<file path="config.mk">
export PLATFORM = sky130hd
export DESIGN_NAME = reg_load_arbiter
export DESIGN_NICKNAME = d
export VERILOG_FILES = /design/src/rtl/reg_load_arbiter.sv
export SDC_FILE = /design/constraint.sdc
export NUM_CORES = 1
export LEC_CHECK = 0
export BUFFER_PORTS_ARGS = -buffer_cell sky130_fd_sc_hd__buf_4
export CORE_ASPECT_RATIO = 1.4
export CORE_UTILIZATION = 32
export DETAILED_ROUTE_END_ITERATION = 6
export SKIP_LAST_GASP = 1
export SLEW_MARGIN = 15
export SYNTH_ARGS = -nofsm -noshare
export SYNTH_HDL_FRONTEND = slang
export SYNTH_SLANG_ARGS = --single-unit
</file>
<file path="constraint.sdc">
create_clock -name clk -period 2.6 [get_ports clk]
set_input_delay 0.13 -clock clk [delete_from_list [all_inputs] [get_ports clk]]
set_output_delay 0.13 -clock clk [all_outputs]
set_load 0.005 [all_outputs]
</file>
<file path="src/rtl/reg_load_arbiter.sv">
// Round-robin write arbiter for the register bank: grants one requester per
// cycle, drives the shared write bus and the one-hot register load strobe.
module reg_load_arbiter #(
  parameter int unsigned NUM_REQ  = 4,
  parameter int unsigned NUM_REGS = 8,
  parameter int unsigned SEL_W    = 3,
  parameter int unsigned DATA_W   = 8
) (
  input  logic                      clk,
  input  logic                      rst_n,
  input  logic                      hold,
  input  logic [NUM_REQ-1:0]        req,
  input  logic [NUM_REQ*SEL_W-1:0]  req_addr,
  input  logic [NUM_REQ*DATA_W-1:0] req_data,
  output logic [NUM_REQ-1:0]        grant,
  output logic [NUM_REGS-1:0]       load_en,
  output logic [DATA_W-1:0]         bus_data,
  output logic                      addr_err
);

  localparam int unsigned PTR_W = (NUM_REQ > 1) ? $clog2(NUM_REQ) : 1;

  logic [PTR_W-1:0]  ptr;
  logic [NUM_REQ-1:0] eligible_c;
  logic [SEL_W-1:0]  addr_arr_c [NUM_REQ];
  logic [DATA_W-1:0] data_arr_c [NUM_REQ];
  logic              win_vld_c;
  logic [PTR_W-1:0]  win_idx_c;
  logic [SEL_W-1:0]  win_addr_c;
  logic              addr_ok_c;
  logic [NUM_REQ-1:0]  grant_c;
  logic [NUM_REGS-1:0] load_c;
  logic [PTR_W-1:0]  ptr_nxt_c;

  function automatic logic [PTR_W-1:0] rr_idx(input logic [PTR_W-1:0] base, input int off);
    int sum;
    sum = int'(base) + off;
    return PTR_W'(sum % int'(NUM_REQ));
  endfunction

  // A requester granted last cycle is masked so it cannot write twice.
  assign eligible_c = req & ~grant;

  always_comb begin
    for (int i = 0; i < int'(NUM_REQ); i++) begin
      addr_arr_c[i] = req_addr[i*SEL_W +: SEL_W];
      data_arr_c[i] = req_data[i*DATA_W +: DATA_W];
    end
  end

  // Scan downward from the farthest offset so the nearest eligible index to ptr wins.
  always_comb begin
    win_vld_c = 1'b0;
    win_idx_c = '0;
    for (int off = int'(NUM_REQ) - 1; off >= 0; off--) begin
      if (eligible_c[rr_idx(ptr, off)]) begin
        win_vld_c = 1'b1;
        win_idx_c = rr_idx(ptr, off);
      end
    end
  end

  always_comb begin
    win_addr_c = addr_arr_c[win_idx_c];
    addr_ok_c  = 32'(win_addr_c) < NUM_REGS;
    ptr_nxt_c  = rr_idx(win_idx_c, 1);
    grant_c    = '0;
    load_c     = '0;
    for (int unsigned i = 0; i < NUM_REQ; i++) begin
      grant_c[i] = win_vld_c && (32'(win_idx_c) == i);
    end
    for (int unsigned r = 0; r < NUM_REGS; r++) begin
      load_c[r] = win_vld_c && (32'(win_addr_c) == r);
    end
  end

  always_ff @(posedge clk or negedge rst_n) begin
    if (!rst_n) begin
      ptr      <= '0;
      grant    <= '0;
      load_en  <= '0;
      bus_data <= '0;
      addr_err <= 1'b0;
    end else if (win_vld_c && !hold) begin
      ptr      <= ptr_nxt_c;
      grant    <= grant_c;
      load_en  <= load_c;
      bus_data <= data_arr_c[win_idx_c];
      addr_err <= !addr_ok_c;
    end else begin
      grant    <= '0;
      load_en  <= '0;
      addr_err <= 1'b0;
    end
  end

endmodule

</file>
Word level (Yosys, flattened, before mapping) --
Index checks and enable logic that the tools add are counted.
Word-level totals: register bits after elaboration 22, bits in latches 0, bits in writable memories 0, memory bits (read-only) 0, input port bits 51, word-level logic and storage cells 66, memories 0
Operators by class: add/subtract/negate cells 4, $mul 0, divide/modulo/power cells 0, order comparisons 5, equal/unequal tests 10, shift operators 0, muxes and demuxes 24, bitwise operators 3, reduce and logical (&&, ||, !) cells 16
Operators with widths (count):
- 8-bit 2-to-1 mux | 3
- 8-bit binary-select mux with 2-bit select | 1
- 1-bit logical AND | 13
- 3-bit == test, second input constant | 4
- 2-bit by 3-bit < comparator with 1-bit output, second input constant | 4
- 1-bit binary-select mux with 2-bit select | 4
- 1-bit 2-to-1 mux | 8
- 2-bit 2-to-1 mux | 4
- 3-bit binary-select mux with 2-bit select | 1
- 3-bit by 2-bit == test with 1-bit output, second input constant | 2
- 3-bit 2-to-1 mux | 2
- 2-bit by 1-bit adder with 2-bit output, second input constant | 2
- 2-bit adder, second input constant | 2
- 4-bit AND | 1
- 2-bit == test, second input constant | 2
- 4-bit 2-to-1 mux | 1
- 4-bit NOT | 1
- 3-bit by 1-bit == test with 1-bit output, second input constant | 1
- 3-bit greater-or-equal comparator, second input constant | 1
- 3-bit zero test | 1
- 2-bit NOT with 3-bit output | 1
- 2-bit by 1-bit == test with 1-bit output, second input constant | 1
- 2-bit zero test | 1
- 1-bit zero test | 1

Longest topological paths before layout --
Gate-level depths: netlist of run 1.
depth in word-level cells 15, depth in mapped cells 9, depth with buffers taken out 7

Worst setup path before layout of run 1 --
OpenSTA, ideal clock, no wires.
path type reg-to-reg, from reg grant[0], to reg bus_data[0], setup time 0.140 ns, arrival time 1.597 ns, data required time 2.460 ns, setup slack 0.864 ns, cell stages (with the launch flop) 9, cell sequence dfrtp_1 -> and2b_4 -> mux2i_1 -> o221a_1 -> buf_6 -> inv_8 -> buf_8 -> mux2i_1 -> o221ai_1
On the way: word-level cells in the longest chain between the ends 12
RTL lines:
- start, declared | line 15 | output logic [NUM_REQ-1:0] grant,
- start signal, assigned | line 86 | grant <= grant_c;
- 4-bit NOT * | line 42 | assign eligible_c = req & ~grant;
- 4-bit AND * | line 42
- 1-bit binary-select mux with 2-bit select | line 56 | if (eligible_c[rr_idx(ptr, off)]) begin
- 1-bit 2-to-1 mux (not written as such) | line 56
- 2-bit 2-to-1 mux (4 in series) | line 56
- 2-bit NOT with 3-bit output (not written as such) | line 88 | bus_data <= data_arr_c[win_idx_c];
- 8-bit binary-select mux with 2-bit select | line 88
- 8-bit 2-to-1 mux (not written as such) (2 in series) | line 88
- end signal, assigned | line 88
- end, declared | line 17 | output logic [DATA_W-1:0] bus_data,
Mark *: on every way between the ends. The rest lies on a longest branch, timed or not. The select of a mux whose other input is x is not followed. A chain may end at the register's enable or synchronous reset.

Final worst setup path of run 1 --
from reg grant[1], to reg load_en[3]
On the way: word-level cells in the longest chain between the ends 15
RTL lines:
- 4-bit NOT * | line 42
- 4-bit AND * | line 42
- 1-bit binary-select mux with 2-bit select | line 56
- 1-bit 2-to-1 mux (not written as such) | line 56
- 2-bit 2-to-1 mux (4 in series) | line 56
- 2-bit NOT with 3-bit output (not written as such) | line 64 | win_addr_c = addr_arr_c[win_idx_c];
- 3-bit binary-select mux with 2-bit select | line 64
- 3-bit 2-to-1 mux (not written as such) (2 in series) | line 64
- 3-bit by 2-bit == test with 1-bit output | line 73 | load_c[r] = win_vld_c && (32'(win_addr_c) == r);
- 1-bit logical AND | line 73
- 8-bit 2-to-1 mux * | line 84 | end else if (win_vld_c && !hold) begin
- end signal, assigned | line 87 | load_en <= load_c;
- end, declared | line 16 | output logic [NUM_REGS-1:0] load_en,
Marked as above.

==> flow_metrics.py, run 1 <==
metrics = {
    "run_status": {
        "status": "complete, but fails checks",
        "violations": "design-rule violations",
    },
    "routing": {
        "met1Wirelength_mm": 1.327,
        "drt-pass1-iter-count": 6,
        "vias": 1204,
        "wire_per_inst_microns": 13.88,
        "top_layer": "met4",
        "drc_errors": 3,
        "drt_wl_total_mm": 3.290,
        "viasPerCell": 5.080,
        "drt_iter0_markers": 42,
        "route.met3.wl_microns": 211,
        "ant_nets": 0,
        "met2_length_mm": 1.727,
    },
    "worst_setup_path": {
        "crit_start": "grant[1]$_DFF_PN0_",
        "cp.depth": 6,
        "r2r-start": "grant[1]$_DFF_PN0_",
        "critical_path.endpoint_type": "flop",
        "crit_path_end": "load_en[3]$_DFF_PN0_",
        "path_delay_family": "compound AO/OA/AOI/OAI gates",
        "slowest_stage": "o221a_1",
        "r2r_setup_slack_ns": 0.57,
        "arrival_ns": 2.22,
        "r2r_cells": 6,
        "crit_fanout": 7,
        "crit_type": "reg2reg",
        "cp_slowest_stage_delay_ns": 0.50,
        "worstPathRequired_ns": 2.79,
        "startpoint_type": "flop",
        "critPathBufInv": 0,
        "worstPathCellList": "nand2b_1, o21ai_1, o221a_1, nand3_1, a21oi_2, nor3b_2",
        "r2r-end": "load_en[3]$_DFF_PN0_",
    },
    "floorplanning": {
        "core_sq_mm": 0.004204,
        "die-width_microns": 57.63,
        "ios": 72,
        "rows": 28,
        "start_util_pct": 32.98,
        "die_area_sq_mm": 0.004603,
        "fp.dieH_microns": 79.88,
    },
    "synthesis": {
        "synth.distinct_cells": 38,
        "netlist_area_sq_mm": 0.001386,
        "synth_seq_area_share_pct": 39.71,
        "synthCells": 121,
        "avgSynthCellArea_sq_um": 11.46,
        "synth_nets": 176,
        "synth-seq-cells": 22,
        "synth-warning-count": 0,
    },
    "place": {
        "portBuffers": 70,
        "gp_congestion": 0.8049,
        "dp_hpwl_mm": 2.639,
    },
    "global_route": {
        "grt_pass1_wl_mm": 5.437,
        "grt_max_degree": 23,
        "gr-total-overflow": 0,
        "grt_pass1_vias": 1221,
        "grt_use_total_pct": 15.03,
        "antenna_found_initial": 0,
    },
    "power_and_ir_drop": {
        "switchingPower_uw": 625.7,
        "p_sw_share_pct": 35.61,
        "p_clk_share_pct": 18.0,
        "power_frac_seq_pct": 31.1,
        "p_int_uw": 1131,
        "ir_drop_v": 0.0004233,
        "powerDensity_mw_per_mm2": 875.0,
        "pwr-share-comb_pct": 50.9,
        "p_leak_uw": 0.001049,
    },
    "cts": {
        "cts_tree": "done",
        "clk-insertion-delay-late_ns": 0.26,
        "clk_path_buf_depth": 2,
        "htree_levels": 1,
        "root_buffer": "clkbuf_8",
        "numCtsBuffers": 3,
        "clock_sinks": 22,
        "clk_pin_slew_ns": 0.08,
        "post_cts_buffers": 0,
    },
    "sta": {
        "tns_ns": 0,
        "setup-violations-final": 0,
        "skew_ns": 0.003912,
        "hold_viol": 0,
        "slew_viol_final": 0,
        "min_period_ns": 2.027,
        "hold_slack_ns": 0.1913,
        "rsz0062_at_grt": "false",
        "post-route-period-util_pct": 77.97,
        "max_freq_mhz": 493.3,
    },
    "layout": {
        "antenna-diode-count": 0,
        "drive_above_1_share_pct": 47.40,
        "syn_to_final_growth_pct": 44.86,
        "final_nets": 248,
    },
    "hold_path": {
        "hp-class": "in2reg",
    },
    "job": {
        "max_cap_violations": 0,
    },
}
power groups by stage:
stage	clock network (uW)	logic [uW]	registers [uW]
final	316	895	546
after global routing	336	991	565
after CTS	322	912	546
after detailed placement	0	912	548
after global placement	0	895	545
after floorplan	0	637	534
sequential cells by signal, indices dropped and copies added (netlist names):
name	count
grant	4
load_en	8
bus_data	8
ptr	2
metrics by stage:
step	instances	total power, uW	instance area (sq um)	utilization [%]	worst slack (ns)
detailed placement	232	1460	1927	45.83	0.5864
global placement	232	1440	1927	45.83	0.6686
CTS	237	1780	2008	47.77	0.5486
global route	237	1892	2008	47.77	0.3559
floorplan	121	1171	1386	-	0.8637
finish	237	1757	2008	47.77	0.5729
cell usage in the layout, fill, tap and decap left out, types with 2 or more instances in the layout:
cell type and count:
mux2i_1 21, nand2_1 15, nand3_2 2, dfrtp_1 22, and3b_1 4, buf_4 71, nor3b_2 3, and2_1 4
clkbuf_8 3, o221ai_1 8, ha_1 4, nand2b_1 4, nand3_1 3, mux2_4 2, o21ai_1 3
final cells by class:
type	count	area, sq um
fill	396	2196
inverter	2	15.01
sequential	22	550.5
multi-input combinational	92	772.0
tap	45	56.30
timing repair buffer	72	543.0
clock buffer	3	41.29
clock inverter	1	30.03
layer usage:
metal / global-route usage (%) / up-vias
met2: 27.44 / 58
li1: - / 586
met1: 18.28 / 558
met5: 0 / -
met3: 1.783 / 2
met4: 3.902 / 0
synthesized netlist by cell type:
library cell,number,area share [%]
ha_1,4,3.6
nor2_1,1,0.27
mux2i_1,21,15
nand3b_1,1,0.54
a21oi_2,1,0.63
dfrtp_1,22,40
nand3_2,2,1.4
nand4b_1,1,0.63
nand3_1,3,1.1
and2b_2,1,0.63
o221a_1,1,0.81
o221ai_1,8,5.1
buf_8,1,1.1
o2bb2ai_2,1,1.1
and2b_4,1,0.72
inv_8,1,0.81
and3_1,1,0.45
buf_4,1,0.54
conb_1,1,0.27
o21ai_1,3,1.1
nor3_2,1,0.72
and2_1,4,1.8
a41oi_1,1,0.63
buf_6,2,1.6
and3b_1,4,2.5
clkbuf_1,1,0.27
a2bb2oi_1,1,0.63
nor2b_1,1,0.45
inv_1,1,0.27
nor2_8,1,1.4
a31oi_4,1,1.5
nor3b_2,3,2.7
a41o_1,1,0.72
mux2_4,2,2.2
a31o_2,1,0.63
nand2b_1,4,1.8
nand2_1,15,4.1
o21ai_0,1,0.36
worst min path at each step:
stage / slack [ns] / start / cells after the start / endpoint
4_1_cts: 0.19 / req_data[29] / 3 / bus_data[5]$_DFFE_PN0P_
2_1_floorplan: -0.17 / rst_n / 0 / bus_data[0]$_DFFE_PN0P_
5_1_grt: 0.21 / req_data[28] / 3 / bus_data[4]$_DFFE_PN0P_
3_5_place_dp: 0.04 / rst_n / 1 / load_en[7]$_DFF_PN0_
6_report: 0.19 / req_data[19] / 3 / bus_data[3]$_DFFE_PN0P_
3_3_place_gp: 0.03 / rst_n / 1 / bus_data[3]$_DFFE_PN0P_
cells by family (layout without fill, tap and decap cells):
| group | count (synthesis) | after routing | share of synthesized area, % |
|---|---|---|---|
| simple gates | 44 | 44 | 21.30 |
| mux | 23 | 23 | 17.33 |
| flops | 22 | 22 | 39.71 |
| compound gates | 20 | 20 | 13.18 |
| buf+inv | 7 | 78 | 4.602 |
| fa+ha+maj | 4 | 4 | 3.610 |
| other cells | 1 | 1 | 0.2705 |
timing repair:
| item | 4_1_cts | 5_1_grt |
|---|---|---|
| hold buffers | 1 | 0 |
| endpoints found under the hold margin | 22 | 0 |
| gates resized for setup | 0 | 0 |
| endpoints found under the setup margin | 0 | 0 |
tightest hold or removal path, cell delays in order:
cell	delay, ns
buf_4	0.07
mux2i_1	0.05
o221ai_1	0.15
(Power assumes the default switching activity.)
==> inputs of run 2 (changes only) <==
==> constraint.sdc (replaced) <==
create_clock -name clk -period 2 [get_ports clk]
set_input_delay 0.1 -clock clk [delete_from_list [all_inputs] [get_ports clk]]
set_output_delay 0.1 -clock clk [all_outputs]
set_load 0.005 [all_outputs]
==> run 2 against run 1 <==
Effect of this change: the run still ends with design-rule violations left; clock-buffer cell count unchanged; hold slack worse by 0.039 ns; cell count up 0.42%; non-clock buffer count up 1; clock skew up 0.0013 ns; final area up 0.81%; first-iteration DRC count up 9.5%; clock power up 31%; utilization up 0.39 points; sequential share of layout area down 0.16 points; total power up 31%; sequential power up 30%.
==> flow_metrics.py, run 2 (synthesis gave the netlist of run 1 again) <==
metrics = {
    "sta": {
        "setup-violations-final": 0,
        "hold_viol": 0,
        "timing.final.ws_setup_ns": 0.1523,
        "slew_viol_final": 0,
        "min_period_ns": 1.848,
        "rsz0062_at_grt": "false",
        "worst_pin_slew_ns": 0.5011,
        "skew_ns": 0.005185,
        "max_freq_mhz": 541.2,
        "maxSlewHeadroom_pct": 66.60,
        "post-route-period-util_pct": 92.39,
        "tns_ns": 0,
    },
    "worst_setup_path": {
        "arrival_ns": 2.03,
        "startpoint_type": "flop",
        "worstPathCellList": "and3b_1, o21ai_1, o221a_1, buf_4, clkinv_8, nand3_2, nand3_2, nor3b_2",
        "crit_type": "reg2reg",
        "cp_slowest_stage_delay_ns": 0.47,
        "critical_path.endpoint_type": "flop",
        "crit_fanout": 19,
        "worst_path_most_repeated_cell": "nand3_2",
        "worstPathRequired_ns": 2.19,
        "slowest_stage": "dfrtp_2",
    },
    "cts": {
        "root_buffer": "clkbuf_8",
        "clock_sinks": 22,
        "htree_levels": 1,
        "cts_tree": "done",
        "clk_pin_slew_ns": 0.08,
        "numCtsBuffers": 3,
        "clk-insertion-delay-late_ns": 0.26,
        "clk_path_buf_depth": 2,
        "post_cts_buffers": 0,
    },
    "floorplanning": {
        "rows": 28,
        "die_area_sq_mm": 0.004603,
        "die-width_microns": 57.63,
        "fp.dieH_microns": 79.88,
        "core_sq_mm": 0.004204,
        "start_util_pct": 32.98,
        "ios": 72,
    },
    "global_route": {
        "grt_pass1_wl_mm": 5.402,
        "grt_pass1_vias": 1259,
        "antenna_found_initial": 0,
        "gr-total-overflow": 0,
        "grt_use_total_pct": 15.56,
        "grt_max_degree": 23,
    },
    "job": {
        "max_cap_violations": 0,
    },
    "place": {
        "portBuffers": 70,
        "dp.cells": 233,
        "place_area_sq_mm": 0.001934,
        "gp_congestion": 0.8482,
        "dp_hpwl_mm": 2.674,
        "dp_slack_ns": 0.08073,
    },
    "routing": {
        "vias": 1214,
        "viasPerCell": 5.101,
        "drt_iter0_markers": 46,
        "drt-pass1-iter-count": 6,
        "drt_wl_total_mm": 3.323,
        "ant_nets": 0,
        "drc_errors": 3,
        "wire_per_inst_microns": 13.96,
    },
    "layout": {
        "final_common_cell": "buf_4",
        "top_regs": "bus_data (8), load_en (8), grant (4)",
        "final_nets": 249,
        "layout.cells.non_filler": 238,
        "final_util_pct": 48.15,
        "syn_to_final_growth_pct": 46.03,
        "drive_above_1_share_pct": 48.70,
        "antenna-diode-count": 0,
        "stdcell_area_sq_mm": 0.002024,
        "final_cell_mix": "72 x buf_4, 21 x mux2i_1, 21 x dfrtp_1",
    },
    "run_status": {
        "status": "complete, but fails checks",
        "violations": "design-rule violations",
    },
    "power_and_ir_drop": {
        "ir_drop_v": 0.0004270,
        "p_leak_uw": 0.001054,
        "powerDensity_mw_per_mm2": 1141,
    },
    "hold_path": {
        "hp-class": "in2reg",
    },
}
==> run 2: layout make-up <==
cell class / instances / area [sq um]
inverters: 2 / 20.02
fillers: 419 / 2180
flip-flops and latches: 22 / 551.8
clock buffers: 3 / 41.29
well taps: 45 / 56.30
repair buffers: 73 / 550.5
multi-input cells: 92 / 774.5
clock inverters: 1 / 30.03
==> run 2: repair_timing <==
action / in CTS / in global routing
hold endpoints to repair: 22 / 0
endpoints found under the setup margin: 0 / 13
resized for setup: 0 / 3
hold buffers: 1 / 0
==> run 2: through the flow <==
stage               hold WS [ns]  power [uW]
floorplan                -0.1956        1523
global placement        0.005293        1891
detailed placement      0.008366        1910
CTS                       0.1588        2334
global route              0.1837        2482
finish                    0.1523        2310
==> run 2: where the power goes <==
part	leakage, uW	switching (uW)	internal, uW	total [uW]
Combinational	0.000733	563	621	1180
Clock	0.0000357	148	267	415
Sequential	0.000285	111	600	711
==> run 2: path summary, 6_finish.rpt <==
path	start	end	slack (ns)	cells after the start
max	ptr[1]$_DFFE_PN0P_	load_en[6]$_DFF_PN0_	0.15	8
min	req_data[24]	bus_data[0]$_DFFE_PN0P_	0.15	3
max reg2reg	ptr[1]$_DFFE_PN0P_	load_en[6]$_DFF_PN0_	0.15	8
min reg2reg	bus_data[0]$_DFFE_PN0P_	bus_data[0]$_DFFE_PN0P_	0.50	2
max in group asynchronous	rst_n	ptr[1]$_DFFE_PN0P_	1.50	2
min in group asynchronous	rst_n	load_en[6]$_DFF_PN0_	0.25	2
==> run 2: routing by layer <==
| metal | part of all wire (%) | track usage [%] |
|---|---|---|
| met3 | 5.4 | 2.107 |
| met5 | 0 | 0 |
| met1 | 40 | 17.36 |
| met2 | 53 | 28.49 |
| met4 | 2.5 | 7.317 |
==> run 2: critical path: cells and delay by family, from the launching register on <==
| kind | cells | cell delay (ns) |
|---|---|---|
| buffers and inverters | 2 | 0.34 |
| flip-flops | 1 | 0.47 |
| AND/OR/NAND/NOR | 4 | 0.66 |
| AO/OA/AOI/OAI | 2 | 0.31 |
==> inputs of run 3 (changes only) <==
--- a/config.mk
+++ b/config.mk
@@ -8,9 +8,11 @@
 export BUFFER_PORTS_ARGS = -buffer_cell sky130_fd_sc_hd__buf_4
 export CORE_ASPECT_RATIO = 1.4
 export CORE_UTILIZATION = 32
+export CTS_CLUSTER_DIAMETER = 60
 export DETAILED_ROUTE_END_ITERATION = 6
+export MAX_ROUTING_LAYER = met4
 export SKIP_LAST_GASP = 1
-export SLEW_MARGIN = 15
+export SLEW_MARGIN = 10
 export SYNTH_ARGS = -nofsm -noshare
 export SYNTH_HDL_FRONTEND = slang
 export SYNTH_SLANG_ARGS = --single-unit
==> run 3 against run 2 <==
Effect of this change: the flow still finishes with violations (design-rule violations); global-route usage about the same; combinational power hardly changed; wire length decreased by 2.2%; clock power decreased by 2%; first-iteration DRC count decreased by 30%; critical path depth down 2; maximum frequency decreased by 0.59%; utilization up 0.12 points; critical endpoint is now load_en[1]$_DFF_PN0_; total power up 0.82%; via count fell by 1.8%; flip-flop and latch count stayed put.
==> flow_metrics.py, run 3 (synthesis gave the netlist of run 1 again) <==
metrics = {
    "run_status": {
        "status": "complete, but fails checks",
        "violations": "design-rule violations",
    },
    "worst_setup_path": {
        "slowest_stage": "dfrtp_1",
        "crit_type": "reg2reg",
        "r2r_cells": 6,
        "crit_fanout": 8,
        "worstPathRequired_ns": 2.15,
        "critical_path.endpoint_type": "flop",
        "critPathBufInv": 1,
        "r2r_setup_slack_ns": 0.14,
        "arrival_ns": 2.01,
        "r2r-end": "load_en[1]$_DFF_PN0_",
        "startpoint_type": "flop",
        "path_delay_family": "compound AO/OA/AOI/OAI gates",
        "worstPathCellList": "nand2b_1, o21ai_1, o221a_1, buf_12, mux2_4, and3b_1",
        "cp_slowest_stage_delay_ns": 0.39,
        "r2r-start": "grant[1]$_DFF_PN0_",
    },
    "routing": {
        "drt-pass1-iter-count": 6,
        "wire_per_inst_microns": 13.65,
        "drt_wl_total_mm": 3.249,
        "vias": 1192,
        "drt_iter0_markers": 32,
        "viasPerCell": 5.008,
        "ant_nets": 0,
        "drc_errors": 3,
    },
    "global_route": {
        "grt_max_degree": 23,
        "grt_use_total_pct": 15.56,
        "gr-total-overflow": 0,
        "antenna_found_initial": 0,
        "grt_pass1_vias": 1189,
        "grt_pass1_wl_mm": 5.423,
    },
    "floorplanning": {
        "die-width_microns": 57.63,
        "die_area_sq_mm": 0.004603,
        "core_sq_mm": 0.004204,
        "start_util_pct": 32.98,
        "fp.dieH_microns": 79.88,
        "rows": 28,
        "ios": 72,
    },
    "sta": {
        "rsz0062_at_grt": "true",
        "setup-violations-final": 0,
        "max_freq_mhz": 538.0,
        "hold_slack_ns": 0.1650,
        "post-route-period-util_pct": 92.94,
        "min_period_ns": 1.859,
        "hold_viol": 0,
        "slew_viol_final": 0,
        "tns_ns": 0,
        "skew_ns": 0.001508,
    },
    "cts": {
        "clk_pin_slew_ns": 0.08,
        "htree_levels": 1,
        "clk_path_buf_depth": 2,
        "clock_sinks": 22,
        "clk-insertion-delay-late_ns": 0.25,
        "numCtsBuffers": 3,
        "cts_tree": "done",
        "root_buffer": "clkbuf_8",
    },
    "place": {
        "dp.cells": 233,
        "gp_congestion": 0.8811,
        "portBuffers": 70,
        "dp_hpwl_mm": 2.633,
    },
    "power_and_ir_drop": {
        "power.total_uw": 2329,
        "powerDensity_mw_per_mm2": 1148,
        "p_leak_uw": 0.001057,
        "ir_drop_v": 0.0005300,
    },
    "layout": {
        "antenna-diode-count": 0,
        "syn_to_final_growth_pct": 46.39,
        "final_nets": 249,
        "top_regs": "bus_data (8), load_en (8), grant (4)",
        "final_common_cell": "buf_4",
        "drive_above_1_share_pct": 48.19,
        "layout.cells.non_filler": 238,
        "final_cell_mix": "71 x buf_4, 21 x mux2i_1, 21 x dfrtp_1",
    },
    "hold_path": {
        "min_from": "req_data[28]",
        "holdPathEnd": "bus_data[4]$_DFFE_PN0P_",
        "holdPathStages": 3,
        "hp-class": "in2reg",
    },
    "job": {
        "max_cap_violations": 0,
    },
}
-- run 3: repair_timing --
action | in CTS | in global routing
gates resized for setup | 0 | 1
buffers inserted | 0 | 0
hold buffers | 1 | 0
endpoints found under the setup margin | 0 | 3
hold endpoints to repair | 22 | 0
-- run 3: worst max path at each step --
stage / start / depth (start not counted) / to
floorplan: grant[0]$_DFF_PN0_ / 8 / bus_data[0]$_DFFE_PN0P_
global placement: ptr[1]$_DFFE_PN0P_ / 6 / load_en[1]$_DFF_PN0_
detailed placement: ptr[1]$_DFFE_PN0P_ / 6 / load_en[1]$_DFF_PN0_
CTS: ptr[1]$_DFFE_PN0P_ / 6 / load_en[1]$_DFF_PN0_
global route: grant[0]$_DFF_PN0_ / 8 / load_en[3]$_DFF_PN0_
finish: grant[1]$_DFF_PN0_ / 6 / load_en[1]$_DFF_PN0_
-- run 3: final cells by class --
| type | count | area [sq um] |
|---|---|---|
| Sequential cell | 22 | 551.8 |
| Timing Repair Buffer | 73 | 563.0 |
| Clock buffer | 3 | 41.29 |
| Clock inverter | 1 | 30.03 |
| Tap cell | 45 | 56.30 |
| Inverter | 2 | 15.01 |
| Multi-Input combinational cell | 92 | 772.0 |
| Fill cell | 394 | 2175 |
-- run 3: layer usage --
| metal | vias up | global-route usage (%) | routed length, microns |
|---|---|---|---|
| met2 | 53 | 26.63 | 1690 |
| li1 | 585 | - | - |
| met5 | - | - | 0 |
| met4 | 0 | 4.878 | 43 |
| met1 | 550 | 18.68 | 1344 |
| met3 | 4 | 2.269 | 170 |
-- run 3: power by group --
| group | internal [uW] | switching (uW) |
|---|---|---|
| registers | 600 | 109 |
| logic | 645 | 568 |
| clock network | 267 | 139 |
-- run 3: worst register-to-register path, cell delays in order, from the launching register on --
cell	delay [ns]
dfrtp_1	0.39
nand2b_1	0.24
o21ai_1	0.19
o221a_1	0.25
buf_12	0.15
mux2_4	0.34
and3b_1	0.19
-- run 3: through the flow --
stage / instance area [sq um] / util [%] / worst slack [ns]
3_3_place_gp: 1947 / 46.31 / 0.1420
2_1_floorplan: 1386 / - / 0.2637
3_5_place_dp: 1947 / 46.31 / 0.1117
6_report: 2029 / 48.27 / 0.1412
4_1_cts: 2028 / 48.24 / 0.1053
5_1_grt: 2029 / 48.27 / -0.007998
